==> config.mk <==
export PLATFORM = sky130hd
export DESIGN_NAME = frame_inverse_transform
export DESIGN_NICKNAME = d
export VERILOG_FILES = /design/src/rtl/frame_xform_pkg.sv /design/src/rtl/serial_divider.sv /design/src/rtl/frame_inverse_transform.sv
export SDC_FILE = /design/constraint.sdc
export NUM_CORES = 1
export LEC_CHECK = 0
export BUFFER_PORTS_ARGS = -buffer_cell sky130_fd_sc_hd__clkbuf_2
export CORE_MARGIN = 5
export CORE_UTILIZATION = 50
export DETAILED_ROUTE_END_ITERATION = 10
export PLACE_DENSITY = 0.68
export SYNTH_ARGS = -nofsm -noshare
export SYNTH_HDL_FRONTEND = slang
export SYNTH_HIERARCHICAL = 1
export SYNTH_SLANG_ARGS = --single-unit
==> constraint.sdc <==
create_clock -name clk -period 12 [get_ports clk]
set_input_delay 0 -clock clk [delete_from_list [all_inputs] [get_ports clk]]
set_output_delay 0 -clock clk [all_outputs]
set_load 0.1 [all_outputs]
==> src/rtl/frame_xform_pkg.sv <==
// Shared constants and types for frame_inverse_transform.
// ROUND_NEAREST_EN selects round-half-up quotients (25-bit datapath, 52-edge latency).
package frame_xform_pkg;

`ifdef ROUND_NEAREST_EN
    localparam int unsigned QW = 25;
`else
    localparam int unsigned QW = 24;
`endif

    localparam int unsigned LATENCY = 2 * QW + 2;
    localparam int unsigned CVW     = 13;
    localparam int unsigned TW      = 11;
    localparam int unsigned XW      = 11;
    localparam int unsigned YW      = 10;
    localparam int unsigned SW      = 26;

    typedef enum logic [2:0] {
        IDLE,
        MUL,
        DIVX,
        DIVY,
        FIX
    } state_t;

    // Integer frame center (floor).
    function automatic int unsigned center_of(input int unsigned dim);
        return dim / 2;
    endfunction

endpackage

==> src/rtl/serial_divider.sv <==
// Restoring divider, one quotient bit per clock, MSB first; the load edge performs
// the first iteration so a DW-bit quotient is ready DW edges after load.
module serial_divider #(
    parameter int unsigned DW = 24,
    parameter int unsigned VW = 10
) (
    input  logic          clk,
    input  logic          reset_n,
    input  logic          load,
    input  logic [DW-1:0] dividend,
    input  logic [VW-1:0] divisor,
    output logic          active,
    output logic          last_c,
    output logic [DW-1:0] quotient
);
    localparam int unsigned RW = VW + 1;
    localparam int unsigned CW = $clog2(DW + 1);

    logic [VW-1:0] rem, rem_d, rem_in;
    logic [DW-1:0] sh, sh_d, sh_in;
    logic [CW-1:0] cnt, cnt_d;
    logic          active_d;
    logic [RW-1:0] trial;

    assign quotient = sh;

    // Dividend shifts out of the MSB while quotient bits shift into the LSB.
    always_comb begin
        rem_d    = rem;
        sh_d     = sh;
        cnt_d    = cnt;
        active_d = active;
        last_c   = active && (cnt == CW'(DW - 1));
        rem_in   = load ? '0 : rem;
        sh_in    = load ? dividend : sh;
        trial    = {rem_in, sh_in[DW-1]};
        if (load || active) begin
            if (trial >= RW'(divisor)) begin
                rem_d = VW'(trial - RW'(divisor));
                sh_d  = {sh_in[DW-2:0], 1'b1};
            end else begin
                rem_d = VW'(trial);
                sh_d  = {sh_in[DW-2:0], 1'b0};
            end
            cnt_d    = load ? CW'(1) : cnt + CW'(1);
            active_d = load ? 1'b1 : !last_c;
        end
    end

    always_ff @(posedge clk or negedge reset_n) begin
        if (!reset_n) begin
            rem    <= '0;
            sh     <= '0;
            cnt    <= '0;
            active <= 1'b0;
        end else begin
            rem    <= rem_d;
            sh     <= sh_d;
            cnt    <= cnt_d;
            active <= active_d;
        end
    end

endmodule

==> src/rtl/frame_inverse_transform.sv <==
// Maps centered, scaled coordinates back to clamped absolute pixel coordinates.
// Optional ROUND_NEAREST_EN: round-half-up quotients instead of truncation.
module frame_inverse_transform
    import frame_xform_pkg::*;
#(
    parameter int unsigned WIDTH  = 525,
    parameter int unsigned HEIGHT = 525
) (
    input  logic            clk,
    input  logic            reset_n,
    input  logic            start,
    input  logic [CVW-1:0]  cv_x,
    input  logic            x_neg,
    input  logic [CVW-1:0]  cv_y,
    input  logic            y_neg,
    input  logic [TW-1:0]   t_width,
    input  logic [TW-1:0]   t_height,
    output logic            busy,
    output logic            done,
    output logic [XW-1:0]   x,
    output logic [YW-1:0]   y,
    output logic            clip
);
    localparam int unsigned CX   = center_of(WIDTH);
    localparam int unsigned CY   = center_of(HEIGHT);
    localparam int unsigned DMAX = (WIDTH > HEIGHT) ? WIDTH : HEIGHT;
    localparam int unsigned VW   = $clog2(DMAX + 1);

    state_t          state, state_d;
    logic [CVW-1:0]  cvx, cvx_d, cvy, cvy_d;
    logic            negx, negx_d, negy, negy_d;
    logic [TW-1:0]   tw, tw_d, th, th_d;
    logic [QW-1:0]   prod_x, prod_x_d, prod_y, prod_y_d, qx, qx_d;
    logic            busy_d, done_d, clip_d;
    logic [XW-1:0]   x_d;
    logic [YW-1:0]   y_d;
    logic signed [SW-1:0] sx, sy;

    logic            div_load_c, div_active, div_last_c;
    logic [QW-1:0]   div_dividend_c, div_quotient;
    logic [VW-1:0]   div_divisor_c;

    serial_divider #(.DW(QW), .VW(VW)) u_div (
        .clk      (clk),
        .reset_n  (reset_n),
        .load     (div_load_c),
        .dividend (div_dividend_c),
        .divisor  (div_divisor_c),
        .active   (div_active),
        .last_c   (div_last_c),
        .quotient (div_quotient)
    );

    // Next-state and datapath; FIX spans the compute cycle and the done cycle.
    always_comb begin
        state_d        = state;
        cvx_d          = cvx;
        cvy_d          = cvy;
        negx_d         = negx;
        negy_d         = negy;
        tw_d           = tw;
        th_d           = th;
        prod_x_d       = prod_x;
        prod_y_d       = prod_y;
        qx_d           = qx;
        busy_d         = busy;
        done_d         = 1'b0;
        x_d            = x;
        y_d            = y;
        clip_d         = clip;
        div_load_c     = 1'b0;
        div_dividend_c = prod_x;
        div_divisor_c  = VW'(WIDTH);
        sx = negx ? SW'(CX) - SW'(qx) : SW'(CX) + SW'(qx);
        sy = negy ? SW'(CY) - SW'(div_quotient) : SW'(CY) + SW'(div_quotient);

        unique case (state)
            IDLE: begin
                if (start) begin
                    cvx_d   = cv_x;
                    negx_d  = x_neg;
                    cvy_d   = cv_y;
                    negy_d  = y_neg;
                    tw_d    = t_width;
                    th_d    = t_height;
                    busy_d  = 1'b1;
                    state_d = MUL;
                end
            end
            MUL: begin
`ifdef ROUND_NEAREST_EN
                prod_x_d = QW'(cvx) * QW'(tw) + QW'(CX);
                prod_y_d = QW'(cvy) * QW'(th) + QW'(CY);
`else
                prod_x_d = QW'(cvx) * QW'(tw);
                prod_y_d = QW'(cvy) * QW'(th);
`endif
                state_d = DIVX;
            end
            DIVX: begin
                div_load_c = !div_active;
                if (div_last_c) state_d = DIVY;
            end
            DIVY: begin
                div_dividend_c = prod_y;
                div_divisor_c  = VW'(HEIGHT);
                if (!div_active) begin
                    div_load_c = 1'b1;
                    qx_d       = div_quotient;
                end
                if (div_last_c) state_d = FIX;
            end
            FIX: begin
                if (!done) begin
                    clip_d = 1'b0;
                    if (sx[SW-1]) begin
                        x_d = '0;
                        clip_d = 1'b1;
                    end else if (sx > $signed(SW'(WIDTH - 1))) begin
                        x_d = XW'(WIDTH - 1);
                        clip_d = 1'b1;
                    end else begin
                        x_d = XW'(sx);
                    end
                    if (sy[SW-1]) begin
                        y_d = '0;
                        clip_d = 1'b1;
                    end else if (sy > $signed(SW'(HEIGHT - 1))) begin
                        y_d = YW'(HEIGHT - 1);
                        clip_d = 1'b1;
                    end else begin
                        y_d = YW'(sy);
                    end
                    done_d = 1'b1;
                end else begin
                    busy_d  = 1'b0;
                    state_d = IDLE;
                end
            end
            default: state_d = IDLE;
        endcase
    end

    always_ff @(posedge clk or negedge reset_n) begin
        if (!reset_n) begin
            state  <= IDLE;
            cvx    <= '0;
            cvy    <= '0;
            negx   <= 1'b0;
            negy   <= 1'b0;
            tw     <= '0;
            th     <= '0;
            prod_x <= '0;
            prod_y <= '0;
            qx     <= '0;
            busy   <= 1'b0;
            done   <= 1'b0;
            x      <= '0;
            y      <= '0;
            clip   <= 1'b0;
        end else begin
            state  <= state_d;
            cvx    <= cvx_d;
            cvy    <= cvy_d;
            negx   <= negx_d;
            negy   <= negy_d;
            tw     <= tw_d;
            th     <= th_d;
            prod_x <= prod_x_d;
            prod_y <= prod_y_d;
            qx     <= qx_d;
            busy   <= busy_d;
            done   <= done_d;
            x      <= x_d;
            y      <= y_d;
            clip   <= clip_d;
        end
    end

endmodule

==> flow_metrics.tcl <==
set metrics [dict create \
    synth.distinct_cells 83 \
    cp-end-kind "flop" \
    cts_max_path_buffers 2 \
    rows 72 \
    synth_area_mm2 0.01974 \
    wl_per_cell_um 16.98 \
    final-hold-violation-count 0 \
    tritoncts "done" \
    path_class "flop to flop" \
    cpMostUsedCell "fa_1" \
    wirelength_mm 46.79 \
    cp_data_required_time_ps 12360 \
    ys_seq_area_share_pct 23.96 \
    firstDrtPassIters 5 \
    met1_length_mm 19.65 \
    outcome "completed" \
    rr_startpoint "th[4]" \
    drtIter0Drc 856 \
    top_layer_used "met4" \
    drc_errors 0 \
    dp.cells 2672 \
    grt_max_degree 119 \
    period_needed_ps 5987 \
    most-common-layout-cells "308 x nand2_1, 289 x inv_1, 197 x fa_1, 188 x dfrtp_1, 151 x and2_1" \
    cp_cell_sequence "nand2_1, fa_1, fa_1, fa_1, inv_1, fa_1, inv_1, fa_1, inv_1, ha_1, a21o_1, a21o_1, a2111oi_0, o21ai_0, o211ai_1, a2111oi_0, o21a_1, o31ai_1" \
    diodes 0 \
    p_leak_nw 10.33 \
    die-area_mm2 0.04355 \
    postRouteAntennaNets 0 \
    layout.cell_area.non_filler_mm2 0.02155 \
    insertion_delay_ps 470 \
    wl_met2_mm 23.98 \
    ctsHoldBuffers 52 \
    peakVddDrop_v 0.0001065 \
    clock_sinks 189 \
    cts_resized 0 \
    start_util_pct 50.83 \
    cts_root_buffer "clkbuf_16" \
    slew_headroom_pct 32.03 \
    ys_seq_elements 189 \
    fin_tns_setup_ps 0 \
    fmax_mhz 167.0 \
    clk_pin_slew_ps 90 \
    fin_hold_ws_ps 204.3 \
    drive_above_1_share_pct 10.41 \
    die_height_um 208.7 \
    fin_util_pct 55.51 \
    syn_inst 2177 \
    gp_congestion 0.8907 \
    crit_arrival_ps 6350 \
    synthFlopType "dfrtp_1" \
    core_mm2 0.03883 \
    grt_pass1_vias 15930 \
    num-fill-cells 3469 \
    async_reset_ff_share_pct 100.0 \
    crit_path_max_fanout 14 \
    synth_warnings 6 \
    met3_wirelength_mm 1.789 \
    io_buffers 76 \
    dp_hpwl_mm 35.25 \
    dpl_cell_area_mm2 0.02043 \
    startpoint "th[4]" \
    die_x_um 208.7 \
    startpoint_type "flop" \
    slew_violations 0 \
    post-cts-setup-buffers 0 \
    grt_first_pass_wirelength_mm 79.21 \
    fin_cells 2756 \
    area_growth_pct 9.204 \
    finalClockSkew_ps 19.18 \
    synth_area_per_cell_um2 9.066 \
    r2r_slack_ps 6010 \
    gr-usage-all-layers_pct 21.91 \
    via_per_inst 5.603 \
    crit_end "prod_y[22]" \
    max-cap-violations 0 \
    grt_antenna_before_repair 1 \
    globalRoute.totalOverflow 0 \
    cpMaxStageDelayCell "dfrtp_1" \
    hold_path.class "primary input to asynchronous set/reset pin" \
    synth_edf_count 0 \
    reg2regPathDepth 18 \
    power_density_mw_per_mm2 123.5 \
    layout_commonest_cell "nand2_1" \
    htreeDepth 4 \
    cts-buffers-inserted 17 \
    setup_viol 0 \
    final_nets 2620 \
    io_pins 77 \
    worst_slew_pin_slew_ps 1020 \
    rsz0062_at_grt "false" \
    finalCritPeriodShare_pct 49.89 \
    via_count 15440 \
    max_stage_delay_ps 600 \
    worstReg2RegEnd "prod_y[22]" \
]
[through the flow]
stage,power [W],worst slack (ps)
6_report,0.002662,6013
3_5_place_dp,0.002057,6051
2_1_floorplan,0.001771,6540
5_1_grt,0.002869,5664
4_1_cts,0.002672,6017
3_3_place_gp,0.002038,6192
[layer usage]
| layer | vias up | GRT usage [%] |
|---|---|---|
| met3 | 93 | 3.104 |
| met4 | 0 | 7.201 |
| li1 | 7271 | - |
| met1 | 7724 | 27.69 |
| met5 | - | 0 |
| met2 | 355 | 38.81 |
[flip-flops by register name (all words and copies together), names as in the netlist, 3 cells and up]
register        count
prod_x             24
prod_y             24
qx                 24
u_div/quotient     24
cvx                13
cvy                13
th                 11
tw                 11
x                  11
u_div/rem          10
y                  10
u_div/cnt           5
state               3
[power by group]
group / internal [W] / switching, W / leakage (nW) / total [W]
sequential: 0.000758 / 0.000236 / 2.40 / 0.000994
combinational: 0.000474 / 0.000603 / 7.64 / 0.00108
clock: 0.000297 / 0.000294 / 0.292 / 0.000591
total: 0.00153 / 0.00113 / 10.3 / 0.00266
[area by class of cell]
| class | count | area (um^2) | share of cell area (%) |
|---|---|---|---|
| tap | 518 | 648.1 | 3.007 |
| inverter | 291 | 1092 | 5.068 |
| multi-input combinational | 1587 | 13490 | 62.58 |
| clock inverter | 15 | 176.4 | 0.8185 |
| clock buffer | 17 | 425.4 | 1.974 |
| timing repair buffer | 139 | 992.2 | 4.603 |
| sequential | 189 | 4731 | 21.95 |
[logic make-up (layout without fill, tap and decap cells)]
kind of cell	Yosys count	after routing	synth area share [%]
AO/OA/AOI/OAI	350	350	11.57
buffers and inverters	409	462	7.918
other	2	10	0.03805
XOR/XNOR	68	68	3.017
flip-flops	189	189	23.96
adder cells (fa/ha/maj)	342	342	29.17
multiplexers	123	123	6.821
AND/OR/NAND/NOR	694	694	17.50
[critical path: cells and delay by family (launching register included)]
family | cells | cell delay (ps)
simple gates | 1 | 140
buf+inv | 3 | 150
fa+ha+maj | 6 | 2960
compound gates | 8 | 2040
flops | 1 | 600
[synth_stat cells, types with 41 or more instances]
cell | count | area, um^2
a21oi_1 | 59 | 295.3
and2_1 | 151 | 944.7
clkbuf_1 | 103 | 386.6
dfrtp_1 | 189 | 4730
fa_1 | 197 | 3944
ha_1 | 145 | 1814
inv_1 | 289 | 1085
mux2_2 | 92 | 1036
nand2_1 | 308 | 1156
nor2_1 | 58 | 217.7
o21ai_0 | 112 | 560.5
xnor2_1 | 41 | 359.1
[worst min path at each step]
stage,end,slack (ps),startpoint,cells after the start
floorplan,busy,-300,reset_n,0
global placement,negy,210,y_neg,3
detailed placement,cvx[0],220,reset_n,1
CTS,tw[9],270,t_width[9],3
global route,cvx[6],300,cv_x[6],3
finish,cvx[5],200,reset_n,2
Power figures use the tool's default switching activity.
